--- src/rtl/recfg_pkg.sv ---
// Shared types and constants for the remote-update reconfiguration sequencer.
//   state_e    : sequencer FSM states
//   status codes, golden image index, and a small max helper for counter sizing
package recfg_pkg;

  typedef enum logic [2:0] {
    IDLE  = 3'd0,
    ARM   = 3'd1,
    PULSE = 3'd2,
    WATCH = 3'd3,
    ERR   = 3'd4,
    FAIL  = 3'd5
  } state_e;

  localparam logic [1:0] ST_OK       = 2'd0;
  localparam logic [1:0] ST_RETRY    = 2'd1;
  localparam logic [1:0] ST_FALLBACK = 2'd2;
  localparam logic [1:0] ST_FAIL     = 2'd3;

  localparam logic [1:0] GOLDEN_IMG = 2'd0;

  function automatic int max3(input int a, input int b, input int c);
    int m;
    m = (a > b) ? a : b;
    return (m > c) ? m : c;
  endfunction

endpackage

--- src/rtl/recfg_sync_edge.sv ---
// Two-flop synchroniser with rising-edge detect for an asynchronous pin.
// Ports:
//   clk, rstn : clock, synchronous active-low reset
//   din_i     : asynchronous input
//   level_o   : synchronised level
//   rise_o    : one-cycle pulse on a synchronised rising edge
module recfg_sync_edge (
  input  logic clk,
  input  logic rstn,
  input  logic din_i,
  output logic level_o,
  output logic rise_o
);

  // [0],[1] form the synchroniser, [2] holds the previous synchronised level
  logic [2:0] sh_q, sh_d;

  assign sh_d = {sh_q[1:0], din_i};

  always_ff @(posedge clk) begin
    if (!rstn) sh_q <= '0;
    else       sh_q <= sh_d;
  end

  assign level_o = sh_q[1];
  assign rise_o  = sh_q[1] & ~sh_q[2];

endmodule

--- src/rtl/reconfig_sequencer.sv ---
// Remote-update configuration pin sequencer: enable, image-select setup,
// CONFIG pulse and error watch, with retry and fallback to the golden image.
// Optional build macro RECFG_DEBOUNCE_EN adds a debounced push-button
// request for image 1 on trig_btn; without it trig_btn is ignored.
// Ports:
//   clk, rstn                      : clock, synchronous active-low reset
//   req_valid/req_image/req_ready  : image-select request handshake
//   trig_btn                       : push-button request (macro only)
//   cfg_ERROR                      : asynchronous config-error pin
//   cfg_ENA/cfg_CBSEL/cfg_CONFIG   : configuration block pins
//   busy, status, err_seen         : status to the top level
//   err_clr                        : clears err_seen/status, exits FAIL
//
// state | meaning
// IDLE  | waiting for a request
// ARM   | enable and image select driven, setup time
// PULSE | CONFIG held high
// WATCH | monitoring cfg_ERROR after the pulse
// ERR   | one-cycle retry / fallback / fail decision
// FAIL  | golden image also failed, waiting for err_clr
module reconfig_sequencer #(
  parameter int SETUP_CYC    = 16,
  parameter int PULSE_CYC    = 32,
  parameter int WATCH_CYC    = 1024,
  parameter int MAX_RETRY    = 2,
  parameter int DEBOUNCE_CYC = 65536
) (
  input  logic       clk,
  input  logic       rstn,
  input  logic       req_valid,
  input  logic [1:0] req_image,
  output logic       req_ready,
  input  logic       trig_btn,
  input  logic       cfg_ERROR,
  output logic       cfg_ENA,
  output logic [1:0] cfg_CBSEL,
  output logic       cfg_CONFIG,
  output logic       busy,
  output logic [1:0] status,
  output logic       err_seen,
  input  logic       err_clr
);
  import recfg_pkg::*;

  localparam int CNT_W = $clog2(max3(SETUP_CYC, PULSE_CYC, WATCH_CYC)) + 1;
  localparam int RTY_W = $clog2(MAX_RETRY + 1) + 1;

  state_e           state_q, state_d;
  logic [CNT_W-1:0] cnt_q, cnt_d;
  logic [RTY_W-1:0] retry_q, retry_d;
  logic [1:0]       tgt_q, tgt_d;
  logic [1:0]       status_q, status_d;
  logic             err_seen_q, err_seen_d;

  logic       err_rise, err_lvl_unused;
  logic       req_fire;
  logic [1:0] req_img;

  recfg_sync_edge u_err_sync (
    .clk     (clk),
    .rstn    (rstn),
    .din_i   (cfg_ERROR),
    .level_o (err_lvl_unused),
    .rise_o  (err_rise)
  );

`ifdef RECFG_DEBOUNCE_EN
  localparam int DB_W = $clog2(DEBOUNCE_CYC) + 1;

  logic            btn_lvl, btn_rise_unused, btn_press;
  logic            btn_db_q, btn_db_d;
  logic [DB_W-1:0] db_cnt_q, db_cnt_d;

  recfg_sync_edge u_btn_sync (
    .clk     (clk),
    .rstn    (rstn),
    .din_i   (trig_btn),
    .level_o (btn_lvl),
    .rise_o  (btn_rise_unused)
  );

  // Debounced level only follows the pin after it has differed for a full window.
  always_comb begin
    btn_db_d  = btn_db_q;
    db_cnt_d  = '0;
    btn_press = 1'b0;
    if (btn_lvl != btn_db_q) begin
      if (db_cnt_q == DB_W'(DEBOUNCE_CYC - 1)) begin
        btn_db_d  = btn_lvl;
        btn_press = btn_lvl;
      end else begin
        db_cnt_d = db_cnt_q + DB_W'(1);
      end
    end
  end

  always_ff @(posedge clk) begin
    if (!rstn) begin
      btn_db_q <= 1'b0;
      db_cnt_q <= '0;
    end else begin
      btn_db_q <= btn_db_d;
      db_cnt_q <= db_cnt_d;
    end
  end

  // req_valid wins over a simultaneous button press
  assign req_fire = (state_q == IDLE) && (req_valid || btn_press);
  assign req_img  = req_valid ? req_image : 2'd1;
`else
  logic trig_unused;
  assign trig_unused = trig_btn;
  assign req_fire    = (state_q == IDLE) && req_valid;
  assign req_img     = req_image;
`endif

  always_ff @(posedge clk) begin
    if (!rstn) state_q <= IDLE;
    else       state_q <= state_d;
  end

  always_comb begin
    state_d = state_q;
    case (state_q)
      IDLE:    if (req_fire) state_d = ARM;
      ARM:     if (cnt_q == CNT_W'(SETUP_CYC - 1)) state_d = PULSE;
      PULSE:   if (cnt_q == CNT_W'(PULSE_CYC - 1)) state_d = WATCH;
      WATCH: begin
        if (err_rise)                               state_d = ERR;
        else if (cnt_q == CNT_W'(WATCH_CYC - 1))    state_d = IDLE;
      end
      ERR: begin
        if (retry_q < RTY_W'(MAX_RETRY) || tgt_q != GOLDEN_IMG) state_d = ARM;
        else                                                    state_d = FAIL;
      end
      FAIL:    if (err_clr) state_d = IDLE;
      default: state_d = IDLE;
    endcase
  end

  always_comb begin
    req_ready  = 1'b0;
    busy       = 1'b1;
    cfg_ENA    = 1'b0;
    cfg_CBSEL  = 2'd0;
    cfg_CONFIG = 1'b0;
    case (state_q)
      IDLE: begin
        req_ready = 1'b1;
        busy      = 1'b0;
      end
      FAIL:  busy = 1'b0;
      ARM, WATCH, ERR: begin
        cfg_ENA   = 1'b1;
        cfg_CBSEL = tgt_q;
      end
      PULSE: begin
        cfg_ENA    = 1'b1;
        cfg_CBSEL  = tgt_q;
        cfg_CONFIG = 1'b1;
      end
      default: busy = 1'b0;
    endcase
  end

  // Datapath: phase counter, retry bookkeeping, target image, status, sticky error.
  always_comb begin
    cnt_d    = '0;
    retry_d  = retry_q;
    tgt_d    = tgt_q;
    status_d = err_clr ? ST_OK : status_q;
    if (state_d == state_q && (state_q == ARM || state_q == PULSE || state_q == WATCH))
      cnt_d = cnt_q + CNT_W'(1);
    case (state_q)
      IDLE: begin
        if (req_fire) begin
          tgt_d   = req_img;
          retry_d = '0;
        end
      end
      WATCH: if (state_d == IDLE) status_d = ST_OK;
      ERR: begin
        if (retry_q < RTY_W'(MAX_RETRY)) begin
          retry_d  = retry_q + RTY_W'(1);
          status_d = ST_RETRY;
        end else if (tgt_q != GOLDEN_IMG) begin
          tgt_d    = GOLDEN_IMG;
          retry_d  = '0;
          status_d = ST_FALLBACK;
        end else begin
          status_d = ST_FAIL;
        end
      end
      default: ;
    endcase
    // a new error edge beats a simultaneous clear
    err_seen_d = err_rise | (err_seen_q & ~err_clr);
  end

  always_ff @(posedge clk) begin
    if (!rstn) begin
      cnt_q      <= '0;
      retry_q    <= '0;
      tgt_q      <= GOLDEN_IMG;
      status_q   <= ST_OK;
      err_seen_q <= 1'b0;
    end else begin
      cnt_q      <= cnt_d;
      retry_q    <= retry_d;
      tgt_q      <= tgt_d;
      status_q   <= status_d;
      err_seen_q <= err_seen_d;
    end
  end

  assign status   = status_q;
  assign err_seen = err_seen_q;

endmodule

--- config.mk ---
export PLATFORM = sky130hd
export DESIGN_NAME = reconfig_sequencer
export DESIGN_NICKNAME = d
export VERILOG_FILES = /design/src/rtl/recfg_pkg.sv /design/src/rtl/recfg_sync_edge.sv /design/src/rtl/reconfig_sequencer.sv
export SDC_FILE = /design/constraint.sdc
export NUM_CORES = 1
export LEC_CHECK = 0
export CAP_MARGIN = 10
export CORE_ASPECT_RATIO = 0.6
export CORE_MARGIN = 2
export CORE_UTILIZATION = 30
export CTS_BUF_LIST = sky130_fd_sc_hd__clkbuf_16
export DETAILED_ROUTE_END_ITERATION = 6
export PLACE_DENSITY = 0.6
export REMOVE_ABC_BUFFERS = 1
export SLEW_MARGIN = 15
export SYNTH_ARGS = -nofsm -noshare
export SYNTH_HDL_FRONTEND = slang
export SYNTH_SLANG_ARGS = --single-unit
--- constraint.sdc ---
create_clock -name clk -period 2 [get_ports clk]
set_input_delay 0.3 -clock clk [delete_from_list [all_inputs] [get_ports clk]]
set_output_delay 0.3 -clock clk [all_outputs]
set_load 0.01 [all_outputs]
Word level (Yosys, flattened, before mapping). Cells that the tools add are included.

Register bits: 25. Bits in latches: 0. Bits in writable memories: 0. ROM bits: 0. Input port bits: 8. Logic and storage cells: 66. Memories: 0.

Add/sub/neg operators: 2. $mul: 0. Div/mod/pow operators: 0. Magnitude comparators: 1. Equal/unequal tests: 13. Shift-type cells: 0. Muxes and demuxes: 25. Bitwise gates (word level): 5. Reduce and logical (&&, ||, !) cells: 13.

Operator list (number): $mux 3 (10); $pmux 3 s6 (1); $mux 2 (7); $add 11x1->11 const B (1); $eq 11x10->1 const B (1); $eq 11x4->1 const B (1); $eq 11x5->1 const B (1); $pmux 2 s2 (2); $eq 3x2->1 const B (2); $eq 3x3->1 const B (2); $logic_not 3->1 (2); $ne 2x2->1 const B (3); $pmux 3 s2 (1); $mux 1 (4); $reduce_and 4->1 (1); $reduce_bool 2->1 (2); $reduce_or 4->1 (1); $add 3x1->3 const B (1); $eq 3x1->1 const B (1); $eq 3x3->1 (1); $logic_or 1x1->1 (3); $lt 3x2->1 const B (1); $ne 3x3->1 const B (1); $reduce_and 3->1 (1); 5 further kinds (8).

Depth between registers and ports, before layout.
Word-level depth: 7. Mapped depth: 7.

By module. A second synthesis with hierarchy kept.

Cell total of the unflattened synthesis: 150. Area total of the unflattened synthesis: 1318.8 um^2.

By module, submodules not included: reconfig_sequencer (times used 1, cells an instance 143, area an instance 1226.2 um^2, sequential area each 440.4 um^2); recfg_sync_edge (times used 1, cells an instance 7, area an instance 92.6 um^2, sequential area each 60.1 um^2).

Least setup slack after synthesis. Ideal clock, no wire load.

Kind: register -> register. Start point: register state_q[2]. End point: register cnt_q[3]. Data arrival time: 1.474 ns. Data required time: 1.882 ns. Slack: 0.408 ns. Stages on the path, launching flop included: 7. Buffers on the path: 1. Clock period less this slack: 1.592 ns. Path through: dfxtp_1 buf_6 nor3b_1 nand4_1 a2bb2oi_1 and2b_2 nor3_1.

Cells in the longest elaborated chain, start to end: 7. Elaborated cells between the ends (all ways): 19. Classes of those cells: 6 x eq/ne; 7 x mux; 6 x reduce/logical.

Ends and longest elaborated chain: from (decl) (RTL line reconfig_sequencer.sv:48) `state_e state_q, state_d;`; from (signal assigned) (RTL line reconfig_sequencer.sv:119) `else state_q <= state_d;`; $logic_not 3->1 (RTL line reconfig_sequencer.sv:113, reconfig_sequencer.sv:124); $logic_and 1x1->1 (RTL line reconfig_sequencer.sv:113) `assign req_fire = (state_q == IDLE) && req_valid;`; $mux 3 (RTL line reconfig_sequencer.sv:125) `IDLE: if (req_fire) state_d = ARM;`; $pmux 3 s6 (RTL line reconfig_sequencer.sv:124) `case (state_q)`; $eq 3x3->1 (RTL line reconfig_sequencer.sv:172) `if (state_d == state_q && (state_q == ARM || state_q == PULSE || state_q == WATCH))`; $logic_and 1x1->1 * (RTL line reconfig_sequencer.sv:172); $reduce_and 2->1 (no source line) *; to (signal assigned) (RTL line reconfig_sequencer.sv:208) `cnt_q <= cnt_d;`; to (decl) (RTL line reconfig_sequencer.sv:49) `logic [CNT_W-1:0] cnt_q, cnt_d;`.

Mark *: on every way between the ends. The rest lies on a longest branch, timed or not. A chain may end at the register's enable or synchronous reset.

Worst setup path after layout.
Start point: register cnt_q[0]. End point: register status_q[0], in the netlist status[0].

Cells in the longest elaborated chain, start to end: 7. Elaborated cells between the ends (all ways): 11. Classes of those cells: 3 x eq/ne; 7 x mux; 1 x reduce/logical.

Ends and longest elaborated chain: $eq 11x10->1 (RTL line reconfig_sequencer.sv:130) `else if (cnt_q == CNT_W'(WATCH_CYC - 1)) state_d = IDLE;`; $mux 3 (RTL line reconfig_sequencer.sv:130); $mux 3 (RTL line reconfig_sequencer.sv:129) `if (err_rise) state_d = ERR;`; $pmux 3 s6 * (RTL line reconfig_sequencer.sv:124); $logic_not 3->1 * (RTL line reconfig_sequencer.sv:181) `WATCH: if (state_d == IDLE) status_d = ST_OK;`; $mux 2 * (RTL line reconfig_sequencer.sv:181); $pmux 2 s2 * (RTL line reconfig_sequencer.sv:174) `case (state_q)`; to (signal assigned) (RTL line reconfig_sequencer.sv:211) `status_q <= status_d;`; to (decl) (RTL line reconfig_sequencer.sv:52) `logic [1:0] status_q, status_d;`.

Marks and branches as above.

==> flow_summary.ini <==
[run_status]
status = completed

[worst_hold_path]
min-delay-path-class = flip-flop to flip-flop
worst_hold_startpoint = u_err_sync.sh_q[0]
min_to = u_err_sync.sh_q[1]
min_delay_path_depth = 1

[sta]
timing.final.crit_share = 0.935
max_slew_margin = 0.743
finalSetupViolCount = 0
timing.final.ws_setup_ns = 0.130
layout_min_cycle_time_ns = 1.87
drv_slew = 0
final.setup_skew_ns = 0.00257
finalHoldViolCount = 0
timing.setup.tns_ns = 0
fmax_ghz = 0.535
tightestPinTransition_ns = 0.381
grt_setup_unrepaired = no

[drt]
firstDrtPassIters = 4
postRouteWirelength_microns = 2860
route.detailed.drc = 0
routed_wire_length_per_instance_microns = 12.3
vias = 1142
routed_via_density = 4.90
postRouteAntennaNets = 0
dr.first_iter.drc_count = 39

[logic_synthesis]
synth_simple_gate_area_share = 0.365
synthMuxAreaShare = 0.00835
largest_family_of_logic_cells_by_synthesized_area = simple AND/OR/NAND/NOR gates
synth-warning-count = 0
netlist-cell-type-count = 44
yosys.area_share.xor_xnor = 0.0649
synth.cells.most_frequent = 25 x sky130_fd_sc_hd__dfxtp_1, 18 x sky130_fd_sc_hd__nor2_1, 9 x sky130_fd_sc_hd__nand2_1
synth_cells = 155
synth.largest_area_cell = sky130_fd_sc_hd__dfxtp_1
ys_seq_area_frac = 0.371
synthAdderAreaFrac = 0.0186
ys_flop_type = sky130_fd_sc_hd__dfxtp_1
synth.ff_latch_count = 25
synth-compound-area-share = 0.130
synth.area.top_cells = sky130_fd_sc_hd__dfxtp_1 37%, sky130_fd_sc_hd__nor2_1 5.0%, sky130_fd_sc_hd__xnor2_1 4.5%, sky130_fd_sc_hd__and2_1 3.7%, sky130_fd_sc_hd__nand2b_1 3.2%
synth.most_common_cell = sky130_fd_sc_hd__dfxtp_1
synthArstFlopShare = 0
syn_area_per_cell_sq_um = 8.70
yosys.area.top_type_share = 0.371
syn_area_sq_um = 1350
synth-edff-count = 0

[global_route]
vias_in_the_first_global_route = 963
globalRouteTotalUtil = 0.115
antenna_found_initial = 0
globalRouteOverflowTotal = 0
grt_pass1_wl_microns = 4720
maximum_number_of_pins_on_one_net_before_global_route_repair = 15

[place]
buffer_ports.inserted = 15
numPlacedInstances = 229
place_hpwl_microns = 2190
preCtsSetupSlack_ns = 0.0835
gp_congestion = 0.819

[finish]
finalNetCount = 184
drive_above_1_share = 0.133
antenna-diode-count = 0
fill_cells = 425
layout-area-overhead-vs-synth_pct = 23.2
final_cell_count_no_fill = 233
final_cell_utilization_of_the_core = 0.395

[power_and_ir_drop]
share_comb_of_total_power = 0.088
p_leak_nw = 0.614
pwr-share-clk = 0.418
fraction_of_power_spent_switching_nets = 0.209
power_frac_seq = 0.494
power.net_switching_uw = 217
ir_worst_vdd_mv = 0.291
intPower_uw = 822
powerDensity_nw_per_um2 = 626

[clock_tree]
cts.repair_timing.setup_buffer_count = 0
tritoncts.num_buffers = 3
cts_sinks = 25
cell_at_the_root_of_the_clock_tree = sky130_fd_sc_hd__clkbuf_16
cts_buffer_depth = 2
cts.hold.buffers_added = 0
tritoncts_clock_tree = done
clk_latency_ns = 0.25
htree_levels = 1
clock_transition_at_the_registers_of_the_reported_paths_ns = 0.06
ctsResizeCount = 3

[worst_setup_path]
cp_data_arrival_time_ns = 2.00
worst-r2r-setup-slack_ns = 0.13
r2r-start = cnt_q[0]
crit_type = flip-flop to flip-flop
rr_endpoint = status[0]
cp-end-kind = flip-flop
worst-r2r-cell-count = 6
crit_path_start_kind = flip-flop
worstPathRequired_ns = 2.13
critical_path.max_fanout = 5

[job]
cap_viol_max_count = 0

[floorplanning]
placeableCoreArea_sq_um = 4210
placementRows = 18
fp.dieArea_sq_um = 5070
boundaryPins = 17
vertical_extent_of_the_die_microns = 55.9
initial_utilization = 0.320
die_width_microns = 90.6
## critical path: stages, from the launching register on
cell and delay [ns]:
sky130_fd_sc_hd__dfxtp_1 0.39, sky130_fd_sc_hd__ha_1 0.28, sky130_fd_sc_hd__nand2_1 0.10, sky130_fd_sc_hd__nor4_1 0.38
sky130_fd_sc_hd__o21ai_0 0.23, sky130_fd_sc_hd__nor3_2 0.26, sky130_fd_sc_hd__a21oi_1 0.11
## how the worst max path moves through the flow
| stage | from | endpoint | slack, ns |
|---|---|---|---|
| floorplan | state_q[0] | cnt_q[3] | 0.28 |
| global placement | cnt_q[0] | status[0] | 0.07 |
| detailed placement | req_valid | cnt_q[3] | 0.08 |
| CTS | state_q[1] | cfg_CONFIG | 0.06 |
| global route | cnt_q[0] | status[0] | 0.01 |
| finish | cnt_q[0] | status[0] | 0.13 |
## logic make-up (layout without fill, tap and decap cells)
family	count (synthesis)	after routing
buffers and inverters	7	25
flip-flops	25	25
adder cells (fa/ha/maj)	2	2
multiplexers	1	1
AO/OA/AOI/OAI	26	26
AND/OR/NAND/NOR	84	84
XOR/XNOR	10	10
## state kept, by name, indices dropped and copies added (netlist names)
| signal | count |
|---|---|
| err_seen | 1 |
| tgt_q | 2 |
| cnt_q | 11 |
| u_err_sync.sh_q | 3 |
| retry_q | 3 |
| status | 2 |
| state_q | 3 |
## cell usage in the layout, fill, tap and decap left out, types with 2 or more instances in the layout
master / count
sky130_fd_sc_hd__xnor2_1: 6
sky130_fd_sc_hd__a22oi_1: 3
sky130_fd_sc_hd__clkbuf_16: 3
sky130_fd_sc_hd__xor2_1: 3
sky130_fd_sc_hd__nor2b_1: 4
sky130_fd_sc_hd__ha_1: 2
sky130_fd_sc_hd__nand2_1: 9
sky130_fd_sc_hd__nand2b_1: 7
sky130_fd_sc_hd__a21oi_1: 3
sky130_fd_sc_hd__and2_1: 8
sky130_fd_sc_hd__clkdlybuf4s50_1: 15
sky130_fd_sc_hd__nand3_1: 8
sky130_fd_sc_hd__and3_1: 5
sky130_fd_sc_hd__o21ai_0: 7
sky130_fd_sc_hd__dfxtp_2: 3
sky130_fd_sc_hd__buf_4: 6
sky130_fd_sc_hd__nor2_1: 18
sky130_fd_sc_hd__a21boi_0: 3
sky130_fd_sc_hd__nand4_1: 5
sky130_fd_sc_hd__nor3b_2: 2
sky130_fd_sc_hd__dfxtp_1: 22
sky130_fd_sc_hd__nor3_2: 3
sky130_fd_sc_hd__nor3_1: 5
## cell type report
type / instances / area, sq um / area share
clock buffers: 3 / 75.1 / 0.0452
flip-flops and latches: 25 / 504 / 0.303
repair buffers: 21 / 195 / 0.117
clock inverters: 1 / 3.75 / 0.00226
multi-input cells: 123 / 808 / 0.486
well taps: 60 / 75.1 / 0.0452
## power by group through the flow
stage / sequential, mW / clock [mW] / combinational [mW]
after detailed placement: 0.524 / 0 / 0.0891
after floorplan: 0.525 / 0 / 0.0418
final: 0.514 / 0.434 / 0.0912
after global placement: 0.524 / 0 / 0.0891
after CTS: 0.513 / 0.451 / 0.0907
after global routing: 0.515 / 0.465 / 0.0990
## routing by layer
metal	GRT usage	part of all wire
met1	0.196	0.61
met2	0.132	0.33
met3	0.0366	0.062
met4	0.0198	0.0032
met5	0	0
## stage by stage
step	cell area (sq um)	power [mW]	hold WS [ns]
after floorplan	1290	0.567	0.412
after global placement	1560	0.613	0.414
after detailed placement	1560	0.613	0.434
after CTS	1650	1.05	0.450
after global routing	1660	1.08	0.449
final	1660	1.04	0.443
Power figures use the tool's default switching activity.
